==> src/rtl/display.sv <==
// rtl/display.sv - two-digit time-multiplexed seven-segment digit driver
module display #(
    parameter int BASE     = 16,
    parameter int PRESCALE = 1
) (
    input  logic       clk,
    input  logic       rst,
    input  logic [7:0] num,
    output logic [3:0] bcd,
    output logic       cat
);

    localparam int CW = $clog2(PRESCALE) + 1;
    localparam logic [CW-1:0] LAST = CW'(PRESCALE - 1);

    // Reject radices and prescales the digit logic cannot represent.
    if (BASE != 10 && BASE != 16) begin : g_bad_base
        $error("display: BASE must be 10 or 16");
    end
    if (PRESCALE < 1) begin : g_bad_prescale
        $error("display: PRESCALE must be at least 1");
    end

    logic [CW-1:0] cnt;
    logic [3:0]    lo;
    logic [3:0]    hi;
    logic          cat_next;
    logic          wrap;

    if (BASE == 16) begin : g_hex
        // Hex digits are just the two nibbles.
        always_comb begin
            lo = num[3:0];
            hi = num[7:4];
        end
    end else begin : g_dec
        logic [7:0] q10;
        logic [7:0] r_lo;
        logic [7:0] r_hi;
        // Decimal digits by constant divide; hundreds are dropped.
        always_comb begin
            q10  = num / 8'd10;
            r_lo = num % 8'd10;
            r_hi = q10 % 8'd10;
            lo   = r_lo[3:0];
            hi   = r_hi[3:0];
        end
    end

    // Select flips when the prescale window ends on this edge.
    always_comb begin
        wrap     = (cnt == LAST);
        cat_next = wrap ? ~cat : cat;
    end

    // Prescale counter, digit select and the digit value presented with it.
    always_ff @(posedge clk or posedge rst) begin
        if (rst) begin
            cnt <= '0;
            cat <= 1'b0;
            bcd <= 4'h0;
        end else begin
            cnt <= wrap ? '0 : cnt + 1'b1;
            cat <= cat_next;
            bcd <= cat_next ? hi : lo;
        end
    end

endmodule

==> config.mk <==
export PLATFORM = sky130hd
export DESIGN_NAME = display
export DESIGN_NICKNAME = d
export VERILOG_FILES = /design/src/rtl/display.sv
export SDC_FILE = /design/constraint.sdc
export NUM_CORES = 1
export LEC_CHECK = 0
export CAP_MARGIN = 20
export CORE_AREA = 4 4 41 43
export CTS_BUF_LIST = sky130_fd_sc_hd__clkbuf_16
export DETAILED_ROUTE_END_ITERATION = 8
export DIE_AREA = 0 0 45 47
export GPL_TIMING_DRIVEN = 0
export PLACE_DENSITY = 0.4
export REMOVE_ABC_BUFFERS = 1
export SLEW_MARGIN = 20
export SYNTH_ARGS = -nofsm -noshare
export SYNTH_HDL_FRONTEND = slang
export SYNTH_SLANG_ARGS = --single-unit
export TNS_END_PERCENT = 30
==> constraint.sdc <==
create_clock -name clk -period 2.1 [get_ports clk]
set_input_delay 0.21 -clock clk [delete_from_list [all_inputs] [get_ports clk]]
set_output_delay 0.21 -clock clk [all_outputs]
set_load 0.005 [all_outputs]
## After elaboration in Yosys (flattened, before gate mapping)

Index checks and enable logic that the tools add are counted.

| word-level totals | value |
|---|---|
| bits in registers | 6 |
| input bits | 10 |
| output and inout bits | 5 |
| logic and storage cells | 8 |

| cells by class | value |
|---|---|
| $add $sub $neg | 1 |
| multiplexer cells | 3 |
| bitwise gates (word level) | 1 |

Operator list:

| kind | count |
|---|---|
| two-way mux 4 bit | 1 |
| two-way mux 1 bit | 2 |
| adder 1 bit (second input constant) | 1 |
| NOT 1 bit | 1 |

## Depth between registers and ports, before layout

Gate-level depths: netlist of run 1.

| depth | value |
|---|---|
| depth in word-level cells | 3 |
| mapped depth | 1 |
| depth with buffers taken out | 1 |

## Worst setup path before layout of run 1

Ideal clock, no wire load.

| path | value |
|---|---|
| kind | reg-to-reg |
| start | register cat |
| end | register bcd[0] |
| library setup time | 125 ps |
| arrival | 761 ps |
| required time | 1,975 ps |
| path slack | 1,214 ps |
| cell stages (with the launch flop) | 2 |
| buffers on the path | 0 |
| clock period less this slack | 886 ps |
| cell sequence | dfrtp_1 > mux2_2 |

| on the way | value |
|---|---|
| longest elaborated chain between the ends | 3 |

RTL lines:

| what | RTL line | source |
|---|---|---|
| from (decl) | 10 | `output logic cat` |
| from (signal assigned) | 64 | `cat <= cat_next;` |
| NOT 1 bit | 53 | `cat_next = wrap ? ~cat : cat;` |
| two-way mux 1 bit * | 53 |  |
| two-way mux 4 bit * | 65 | `bcd <= cat_next ? hi : lo;` |
| to (signal assigned) | 65 |  |
| to (decl) | 9 | `output logic [3:0] bcd,` |

Every way passes the cells marked *; elsewhere a longest branch is shown, timed or not.

## Worst setup path in the final report of run 1

| path | value |
|---|---|
| start | register cat |
| end | output cat |

No word-level cell between the ends.

==> impl_metrics.py, run 1 <==
metrics = {
    "sta": {
        "finalCriticalPeriod_ns": 1.45,
        "timing.final.crit_share": 0.691,
        "tightest_slew_ns": 0.244,
        "finalHoldViolCount": 0,
        "grt_setup_unrepaired": "no",
        "slew_violations": 0,
        "clock.fmax_ghz": 0.689,
        "tns_ns": 0,
        "finClkSkew_ns": 0.000826,
        "relSlewSlack": 0.837,
        "holdWs_ns": 0.193,
        "setup_violations": 0,
    },
    "placed_design": {
        "numPortBuffers": 14,
        "globalplace.congestion": 0.654,
        "hpwlAfterDp_um": 368,
    },
    "route": {
        "viasPerCell": 3.45,
        "drcViolationCount": 0,
        "drt_iter0_drc": 1,
        "wire_per_inst_um": 11.4,
        "ant_nets": 0,
        "vias": 152,
        "first_pass_iters": 2,
        "wl_um": 501,
    },
    "floorplanning": {
        "die-area_um2": 2120,
        "rows": 13,
        "die_h_um": 47,
        "io_pins": 15,
        "start_util": 0.137,
        "die_width_um": 45,
        "core_area_um2": 1300,
    },
    "worst_setup_path": {
        "crit_path_top_delay_cell": "clkdlybuf4s50_1",
        "critPathMaxFanout": 6,
        "crit_family": "buffers and inverters",
        "cp_slowest_stage_delay_ns": 0.55,
        "r2r_cells": 1,
        "worstPathArrival_ns": 1.24,
        "worstPathRequired_ns": 1.89,
        "end_kind": "output pin",
        "reg2reg_slack_ns": 1.15,
        "crit_type": "reg -> out",
        "critPathLaunchType": "register",
        "crit_buf_inv": 1,
        "reg2reg_to": "bcd[1]",
        "worstPathCellList": "clkdlybuf4s50_1",
        "r2r_start": "cat",
    },
    "final_layout": {
        "antennaDiodeCount": 0,
        "nets": 40,
        "fill_cells": 139,
        "area_growth_pct": 134,
        "drive_gt1_frac": 0.241,
    },
    "power": {
        "power.share.clock": 0.699,
        "total_power_w": 0.000441,
        "power_leakage_nw": 0.186,
        "cellPowerDensity_nw_per_um2": 1060,
        "p_switching_w": 0.0000696,
        "vdd_ir_drop_max_mv": 0.377,
        "p_seq_frac": 0.231,
        "internal_power_w": 0.000371,
        "switching_share": 0.158,
        "power_frac_comb": 0.070,
    },
    "cts": {
        "numCtsBuffers": 3,
        "cts_root_buf": "clkbuf_16",
        "cts_max_level": 1,
        "insertion_delay_ns": 0.23,
        "clockBufferDepth": 2,
        "hold_buffers": 0,
        "cts.sinks": 5,
        "cts.repair.resized": 0,
        "cts_tree": "built",
        "clk_pin_slew_ns": 0.03,
        "post-cts-setup-buffers": 0,
    },
    "synth": {
        "synth.most_common_cell": "dfrtp_1",
        "ys_seq_area_frac": 0.704,
        "yosys_warnings": 0,
        "synth_common_cells": "dfrtp_1, mux2_2, inv_1",
        "synth-async-reset-ratio": 1.00,
        "synth_area_per_cell_um2": 16.2,
        "ys_seq_elements": 5,
        "netlist_instances": 11,
        "synth_area_leader_cell": "dfrtp_1",
        "yosysUniqueCellTypes": 3,
        "synth-main-ff-cell": "dfrtp_1",
        "synth_top_area_frac": 0.704,
        "yosys-top-cells-area": "dfrtp_1, mux2_2, inv_1",
        "synth_edf_count": 0,
        "synth_area_um2": 178,
    },
    "global_route": {
        "grt-busiest-layer": "met1",
        "use_met1": 0.0736,
        "grt_pass1_vias": 193,
        "antenna_found_initial": 0,
        "grt.total_usage": 0.0634,
        "grt_util_met2": 0.0678,
        "global_route.usage.met3": 0.0575,
        "grt_max_degree": 7,
        "grt_pass1_wl_um": 841,
        "grt_overflow": 0,
    },
    "outcome": {
        "status": "finished, final reports clean",
    },
    "worst_hold_path": {
        "hold_class": "in -> async",
    },
    "flow_run": {
        "drv_cap": 0,
    },
}
[how the worst max path moves through the flow]
stage / start / end / slack (ns) / depth (start not counted)
final: cat / cat / 0.65 / 1
after global routing: cat / cat / 0.57 / 1
after CTS: cat / cat / 0.63 / 1
after detailed placement: cat / cat / 0.87 / 1
after global placement: cat / cat / 0.89 / 1
after floorplan: cat / bcd[0] / 1.21 / 1
[state kept, by name, summed over array words and instances, names as in the netlist]
name / flops
bcd: 4
cat: 1
[cells by family after synthesis]
logic type	share of synthesized area
muxes	0.254
DFF	0.704
buffers and inverters	0.0423
[power groups by stage]
stage / combinational, W / sequential, W / clock (W)
2_1_floorplan: 0.00000500 / 0.000104 / 0
3_3_place_gp: 0.0000304 / 0.000103 / 0
3_5_place_dp: 0.0000312 / 0.000103 / 0
4_1_cts: 0.0000315 / 0.000102 / 0.000312
5_1_grt: 0.0000338 / 0.000102 / 0.000316
6_report: 0.0000307 / 0.000102 / 0.000308
[cell usage in the layout, fill, tap and decap left out]
master / instances
clkdlybuf4s50_1: 14
dfrtp_1: 5
mux2_2: 4
inv_1: 3
clkbuf_16: 3
[cell type report]
type,instances,area (um2),share of cell area
sequential,5,125,0.301
clock buffer,3,75.1,0.181
tap,15,18.8,0.0452
inverter,2,7.51,0.0181
clock inverter,1,3.75,0.00904
multi-input combinational,4,45.0,0.108
timing repair buffer,14,140,0.337
[layer usage]
layer  vias up  wire length (um)
li1         70                 -
met1        67               201
met2        15               180
met3         0               119
met4         0                 0
met5         -                 0
[metrics by stage]
stage / worst slack [ns] / util / cells / cell area (um2)
after floorplan: 1.21 / - / 11 / 178
after global placement: 0.887 / 0.259 / 40 / 337
after global routing: 0.575 / 0.319 / 44 / 415
final: 0.649 / 0.319 / 44 / 415
after CTS: 0.630 / 0.319 / 44 / 415
after detailed placement: 0.875 / 0.259 / 40 / 337
Note: power is estimated with default switching activity, not from simulation.
==> run 2, diff against run 1 <==
Clock period 2.1 ns to 1.5 ns, I/O delays scaled along.
==> results of run 2 <==
The final DEF is identical to that of run 1. Status: finished, final reports clean.
Among the figures that moved: setup slack after placement 0.875 ns -> 0.335 ns; setup slack after layout 0.649 ns -> 0.109 ns; hold slack 0.193 ns -> 0.133 ns; register-to-register setup slack 1.15 ns -> 0.55 ns; total power 0.000441 W -> 0.000617 W; worst IR drop on VDD 0.377 mV -> 0.528 mV
